**config.mk**
```make
export PLATFORM = sky130hd
export DESIGN_NAME = if_stage_prefetch
export DESIGN_NICKNAME = d
export VERILOG_FILES = /design/src/rtl/if_stage_prefetch.sv
export SDC_FILE = /design/constraint.sdc
export NUM_CORES = 1
export LEC_CHECK = 0
export BUFFER_PORTS_ARGS = -buffer_cell sky130_fd_sc_hd__buf_2
export CAP_MARGIN = 10
export CORE_UTILIZATION = 55
export DETAILED_ROUTE_END_ITERATION = 7
export PLACE_DENSITY_LB_ADDON = 0.25
export RECOVER_POWER = 100
export SKIP_CTS_REPAIR_TIMING = 1
export SYNTH_ARGS = -nofsm -noshare
export SYNTH_HDL_FRONTEND = slang
export SYNTH_SLANG_ARGS = --single-unit
export TNS_END_PERCENT = 100
```
**constraint.sdc**
```tcl
create_clock -name clk -period 12.3 [get_ports clk]
set_input_delay 1.845 -clock clk [delete_from_list [all_inputs] [get_ports clk]]
set_output_delay 1.845 -clock clk [all_outputs]
set_load 0.03 [all_outputs]
```
**src/rtl/if_stage_prefetch.sv**
```systemverilog
// ---------------------------------------------------------------------------
// if_stage_prefetch
//
// Instruction fetch stage. It holds the fetch PC and keeps at most one request
// outstanding to instruction memory. Returned words go into a small prefetch
// FIFO, and the head of that FIFO is presented to decode as
// {valid, instruction, pc}. Decode can hold the head with freeze. Execute can
// redirect fetch with branch_taken, which flushes everything that was buffered.
//
// Optional feature (macro IF_PERF_CNT_EN):
//   stall_cycles : saturating count of cycles with valid=0 (out of reset)
//   flush_count  : saturating count of branch_taken edges
//
// Ports:
//   clk, rst            clock; synchronous active-high reset
//   freeze              decode cannot accept the head entry this cycle
//   branch_taken        redirect fetch to branch_addr (word-aligned down)
//   branch_addr         redirect target
//   imem_req/imem_addr  registered memory request, held until imem_ack
//   imem_ack/imem_rdata response; completes the outstanding request
//   valid               head entry holds a real instruction
//   instruction         head instruction word, 0 when valid=0
//   pc                  head instruction address + 4, 0 when valid=0
//   stall_cycles        (IF_PERF_CNT_EN only)
//   flush_count         (IF_PERF_CNT_EN only)
// ---------------------------------------------------------------------------
module if_stage_prefetch #(
    parameter int                    BIT_NUMBER = 32,
    parameter int                    FIFO_DEPTH = 2,
    parameter logic [BIT_NUMBER-1:0] RESET_PC   = '0
) (
    input  logic                  clk,
    input  logic                  rst,
    input  logic                  freeze,
    input  logic                  branch_taken,
    input  logic [BIT_NUMBER-1:0] branch_addr,
    output logic                  imem_req,
    output logic [BIT_NUMBER-1:0] imem_addr,
    input  logic                  imem_ack,
    input  logic [BIT_NUMBER-1:0] imem_rdata,
    output logic                  valid,
    output logic [BIT_NUMBER-1:0] instruction,
    output logic [BIT_NUMBER-1:0] pc
`ifdef IF_PERF_CNT_EN
    ,
    output logic [31:0]           stall_cycles,
    output logic [15:0]           flush_count
`endif
);

    localparam int PTR_W = $clog2(FIFO_DEPTH);
    localparam int CNT_W = PTR_W + 1;
    localparam logic [CNT_W-1:0]      DEPTH_CNT = CNT_W'(FIFO_DEPTH);
    localparam logic [BIT_NUMBER-1:0] PC_STEP   = BIT_NUMBER'(4);

    typedef enum logic [1:0] {
        IDLE = 2'd0,
        REQ  = 2'd1,
        DROP = 2'd2
    } fetch_state_t;

    fetch_state_t            state_q, state_d;
    logic [BIT_NUMBER-1:0]   fetch_pc_q, fetch_pc_d;
    logic                    req_q, req_d;
    logic [BIT_NUMBER-1:0]   addr_q, addr_d;
    logic [CNT_W-1:0]        count_q, count_d;
    logic [PTR_W-1:0]        rd_ptr_q, wr_ptr_q;
    logic [BIT_NUMBER-1:0]   fifo_word [FIFO_DEPTH];
    logic [BIT_NUMBER-1:0]   fifo_addr [FIFO_DEPTH];

    logic                    ack_live;
    logic                    do_push;
    logic                    do_pop;
    logic                    can_issue;

    // The low two bits of a branch target are ignored because fetch is
    // always word aligned. This signal keeps those bits formally consumed.
    logic                    branch_addr_unused;
    assign branch_addr_unused = ^branch_addr[1:0];

    // Datapath decisions for the coming edge.
    // An ack only counts while a request is actually outstanding. A branch
    // overrides push and pop, so the FIFO is simply emptied. A new request
    // may be issued only if the FIFO would still have a free slot after this
    // edge's push/pop. That guarantees the returning word always has room.
    always_comb begin
        ack_live   = imem_ack && req_q;
        do_pop     = (count_q != '0) && !freeze && !branch_taken;
        do_push    = (state_q == REQ) && ack_live && !branch_taken;
        fetch_pc_d = fetch_pc_q;
        count_d    = count_q;
        if (branch_taken) begin
            count_d    = '0;
            fetch_pc_d = {branch_addr[BIT_NUMBER-1:2], 2'b00};
        end else begin
            count_d = count_q + CNT_W'(do_push) - CNT_W'(do_pop);
            if (do_push) begin
                fetch_pc_d = fetch_pc_q + PC_STEP;
            end
        end
        can_issue = (count_d < DEPTH_CNT);
    end

    // Request FSM, next-state half.
    // REQ keeps the returned word. DROP waits out a request that a branch
    // made stale; the word it returns is thrown away. When any outstanding
    // request completes, the next one goes out back-to-back at fetch_pc_d
    // if there is room. That is what gives one instruction per cycle with a
    // zero-wait memory. IDLE never issues on a branch edge; it picks up the
    // new target on the following cycle.
    always_comb begin
        state_d = state_q;
        req_d   = req_q;
        addr_d  = addr_q;
        unique case (state_q)
            IDLE: begin
                if (!branch_taken && can_issue) begin
                    state_d = REQ;
                    req_d   = 1'b1;
                    addr_d  = fetch_pc_d;
                end
            end
            REQ, DROP: begin
                if (ack_live) begin
                    if (can_issue) begin
                        state_d = REQ;
                        req_d   = 1'b1;
                        addr_d  = fetch_pc_d;
                    end else begin
                        state_d = IDLE;
                        req_d   = 1'b0;
                    end
                end else if (branch_taken) begin
                    state_d = DROP;
                end
            end
            default: begin
                state_d = IDLE;
                req_d   = 1'b0;
            end
        endcase
    end

    // State, request and FIFO bookkeeping registers.
    // A flush rewinds both pointers, so the FIFO restarts cleanly at slot 0.
    always_ff @(posedge clk) begin
        if (rst) begin
            state_q    <= IDLE;
            fetch_pc_q <= RESET_PC;
            req_q      <= 1'b0;
            addr_q     <= RESET_PC;
            count_q    <= '0;
            rd_ptr_q   <= '0;
            wr_ptr_q   <= '0;
        end else begin
            state_q    <= state_d;
            fetch_pc_q <= fetch_pc_d;
            req_q      <= req_d;
            addr_q     <= addr_d;
            count_q    <= count_d;
            if (branch_taken) begin
                rd_ptr_q <= '0;
                wr_ptr_q <= '0;
            end else begin
                if (do_pop) begin
                    rd_ptr_q <= rd_ptr_q + PTR_W'(1);
                end
                if (do_push) begin
                    wr_ptr_q <= wr_ptr_q + PTR_W'(1);
                end
            end
        end
    end

    // FIFO storage. The entry address is the held request address, which
    // is exactly the address the returned word belongs to. Storage needs no
    // reset because the count gates everything that is read out.
    always_ff @(posedge clk) begin
        if (do_push && !rst) begin
            fifo_word[wr_ptr_q] <= imem_rdata;
            fifo_addr[wr_ptr_q] <= addr_q;
        end
    end

    // Outputs come only from registers, so memory has no combinational
    // path to decode.
    always_comb begin
        imem_req    = req_q;
        imem_addr   = addr_q;
        valid       = (count_q != '0);
        instruction = '0;
        pc          = '0;
        if (valid) begin
            instruction = fifo_word[rd_ptr_q];
            pc          = fifo_addr[rd_ptr_q] + PC_STEP;
        end
    end

`ifdef IF_PERF_CNT_EN
    // Performance counters. Both saturate instead of wrapping, so a
    // long-running count never looks small.
    always_ff @(posedge clk) begin
        if (rst) begin
            stall_cycles <= '0;
            flush_count  <= '0;
        end else begin
            if (!valid && (stall_cycles != 32'hFFFF_FFFF)) begin
                stall_cycles <= stall_cycles + 32'd1;
            end
            if (branch_taken && (flush_count != 16'hFFFF)) begin
                flush_count <= flush_count + 16'd1;
            end
        end
    end
`endif

endmodule

```
==> flow_summary_export.csv <==
group,metric,value,unit
timing,fin_crit,8.62,ns
synth,ys_ff_latch,200,
clocking,clockBufferDepth,2,
detailed_routing,drc,0,
clocking,cts_tree,"built",
worst_hold_path,timing.hold.worst.class,"register to register",
clocking,cts-buffers-inserted,17,
cells_and_area,final_common_cell,"edfxtp_1",
detailed_routing,detail-route-antenna-nets,0,
detailed_routing,viasPerCell,5.70,
worst_setup_path,end_kind,"primary output",
global_routing,grt_max_degree,73,
detailed_routing,wire_per_inst,16.9,um
clocking,clkSinkCount,200,
worst_setup_path,worst_setup_path_start_kind,"register",
worst_setup_path,cp_data_required_time,10.45,ns
floorplanning,boundaryPins,167,
placement,hpwlAfterDp,13300,um
clocking,cts-root-buf,"clkbuf_16",
timing,drv_slew,329,
worst_setup_path,critPathKind,"register to primary output",
timing,hold_violations,0,
timing,fmax,0.116,GHz
global_routing,antenna_found_initial,0,
synth,synth_edf_count,128,
timing,finClkSkew,0.0116,ns
timing,tightest_slew,3.93,ns
job,maxCapViolCount,5,
timing,slew_headroom,-162,%
cells_and_area,fin_util,65.3,%
power,vdd_drop_max,0.106,mV
worst_hold_path,holdPathStages,2,
worst_hold_path,holdPathEnd,"imem_addr[3]",
detailed_routing,num_vias,6630,
timing,final.setup.tns,0,ns
cells_and_area,layout.nets,1010,
synth,syn-num-nets,863,
status,violations,"capacitance limit, slew limit",
floorplanning,die_w,131,um
timing,rsz0062_at_grt,"no",
floorplanning,start_util,56.8,%
worst_setup_path,timing.rr.start,"count_q[1]",
worst_setup_path,r2r_cells,12,
global_routing,grt_overflow,0,
cells_and_area,area_growth_syn_to_layout,14.9,%
cells_and_area,layout_common_cells,"128 x edfxtp_1, 108 x clkbuf_1, 78 x nor2_1",
power,leakagePower,3.57,nW
synth,ys_warn_count,0,
synth,syn_avg_cell_area,11.6,sq um
clocking,htree_levels,4,
global_routing,track_usage,23.0,%
global_routing,grt_pass1_wl,29800,um
worst_setup_path,critPathMaxFanout,72,
power,power,0.00144,W
timing,setup_violations,0,
power,power.density,137,nW/um^2
worst_setup_path,critPathArrivalTime,6.78,ns
detailed_routing,dr.pass1.iters,4,
synth,synth_area,9120,sq um
synth,synth_seq_area_share,57.9,%
synth,async_flop_share,0,%
placement,io_buffers,164,
placement,post-place-ws,6.78,ns
synth,synth-main-ff-cell,"edfxtp_1",
cells_and_area,diodes,0,
synth,yosysUniqueCellTypes,70,
floorplanning,core-area,16100,sq um
placement,place.gp.congestion,0.921,
floorplanning,fp.dieArea,17100,sq um
global_routing,grt_pass1_vias,5798,
floorplanning,die_y,131,um
floorplanning,row_count,46,
detailed_routing,drt_iter0_markers,358,
clocking,insertion_delay,0.44,ns
worst_setup_path,rrSetupSlack,6.57,ns
cells_and_area,drive_gt1_share,14.5,%
detailed_routing,wirelength,19600,um
worst_setup_path,reg2reg_to,"imem_addr[20]",
clocking,clk_pin_slew,0.08,ns
synth,synth_cells,787,
timing,fin_ws,3.68,ns
timing,fin_crit_sh,70.1,%
status,outcome,"complete, but fails checks",
worst_hold_path,holdCritStartpoint,"imem_addr[3]",
==> report_power, final <==
part           total, W  internal [W]  switching (W)
Sequential     0.000763      0.000739      0.0000241
Combinational  0.000125     0.0000384      0.0000861
Clock          0.000549      0.000289       0.000260
==> critical path, cell delays in order, from the launching register on <==
cell and delay [ns]:
dfxtp_4 0.53, clkbuf_1 2.80, mux2i_1 0.89, a2111oi_4 0.61, nand4_1 0.33, or4_1 0.59
a21oi_1 0.21, clkbuf_1 0.36
==> worst max-delay path by stage <==
| stage | from | to | slack (ns) | cells after the start |
|---|---|---|---|---|
| 2_1_floorplan | branch_taken | fifo_addr[0][0] | 3.02 | 4 |
| 4_1_cts | register | pc[26] | 6.30 | 7 |
| 3_3_place_gp | register | pc[26] | 6.79 | 7 |
| 3_5_place_dp | register | pc[26] | 6.78 | 7 |
| 5_1_grt | register | pc[23] | 3.08 | 7 |
| 6_report | register | pc[26] | 3.68 | 7 |
==> cell families (layout without fill, tap and decap cells) <==
kind of cell	count (synthesis)	after routing	share of synthesized area (%)
and+or+nand+nor	302	302	17.6
muxes	68	68	7.68
adders and majority gates	7	7	0.960
buffers and inverters	59	219	2.92
xor gates and xnor gates	23	23	2.36
DFF	200	200	57.9
AOI/OAI and AO/OA	128	128	10.5
==> state kept, by name (all words and copies together) (netlist names), named ones only <==
name,flops
fifo_addr,64
fifo_word,64
fetch_pc_q,32
imem_addr,32
count_q,2
state_q,2
imem_req,1
rd_ptr_q,1
wr_ptr_q,1
==> synthesized netlist by cell type (all sizes together), types with 2 or more instances <==
cell type  number  area, sq um
a211o           3         26.3
nand4          22          159
inv            13         48.8
o211ai          6         45.0
and2           11         68.8
a31o            9         78.8
and3           10         62.6
or3             3         18.8
a221oi          2         30.0
o311a           2         20.0
or2             2         12.5
a32o            3         30.0
nor2b           8         50.1
or4             8         60.1
o21ai          17         85.1
mux2i          52          521
o31ai          14          105
xor2            8         70.1
edfxtp        128         3840
mux2           16          180
nand2          40          150
and4            4         35.0
dfxtp          72         1440
a21oi          30          158
o22a            3         26.3
nand3          47          240
nand3b          9         92.6
clkbuf         29          109
a22o            2         17.5
nor4           11         90.1
o41ai           4         35.0
nand2b          8         50.1
buf            16          105
o21a            5         37.5
ha              7         87.6
o211a           7         70.1
a21boi          3         22.5
nor3           34          170
xnor2          14          123
nor2           79          297
a211oi         10         80.1
==> per-stage QoR <==
| stage | instance area, sq um | cells | hold slack [ns] |
|---|---|---|---|
| final | 10500 | 1163 | 0.481 |
| after global routing | 10500 | 1163 | 0.494 |
| after CTS | 10700 | 1163 | 0.470 |
| after detailed placement | 10100 | 1131 | 0.452 |
| after global placement | 10100 | 1131 | 0.447 |
| after floorplan | 9120 | 787 | 0.429 |
==> final cells by class <==
| type | count | area (sq um) |
|---|---|---|
| Timing Repair Buffer | 173 | 734 |
| Multi-Input combinational cell | 528 | 3550 |
| Fill cell | 1312 | 5570 |
| Clock buffer | 18 | 429 |
| Sequential cell | 200 | 5290 |
| Clock inverter | 14 | 159 |
| Tap cell | 216 | 270 |
| Inverter | 14 | 52.6 |
==> per-layer routing <==
layer / part of all wire [%] / vias up / GRT usage (%)
met4: 1.5 / 0 / 7.44
li1: - / 3254 / -
met5: 0 / - / 0
met2: 47 / 246 / 37.1
met1: 45 / 3105 / 31.6
met3: 6.6 / 25 / 4.32
(Power assumes the default switching activity.)
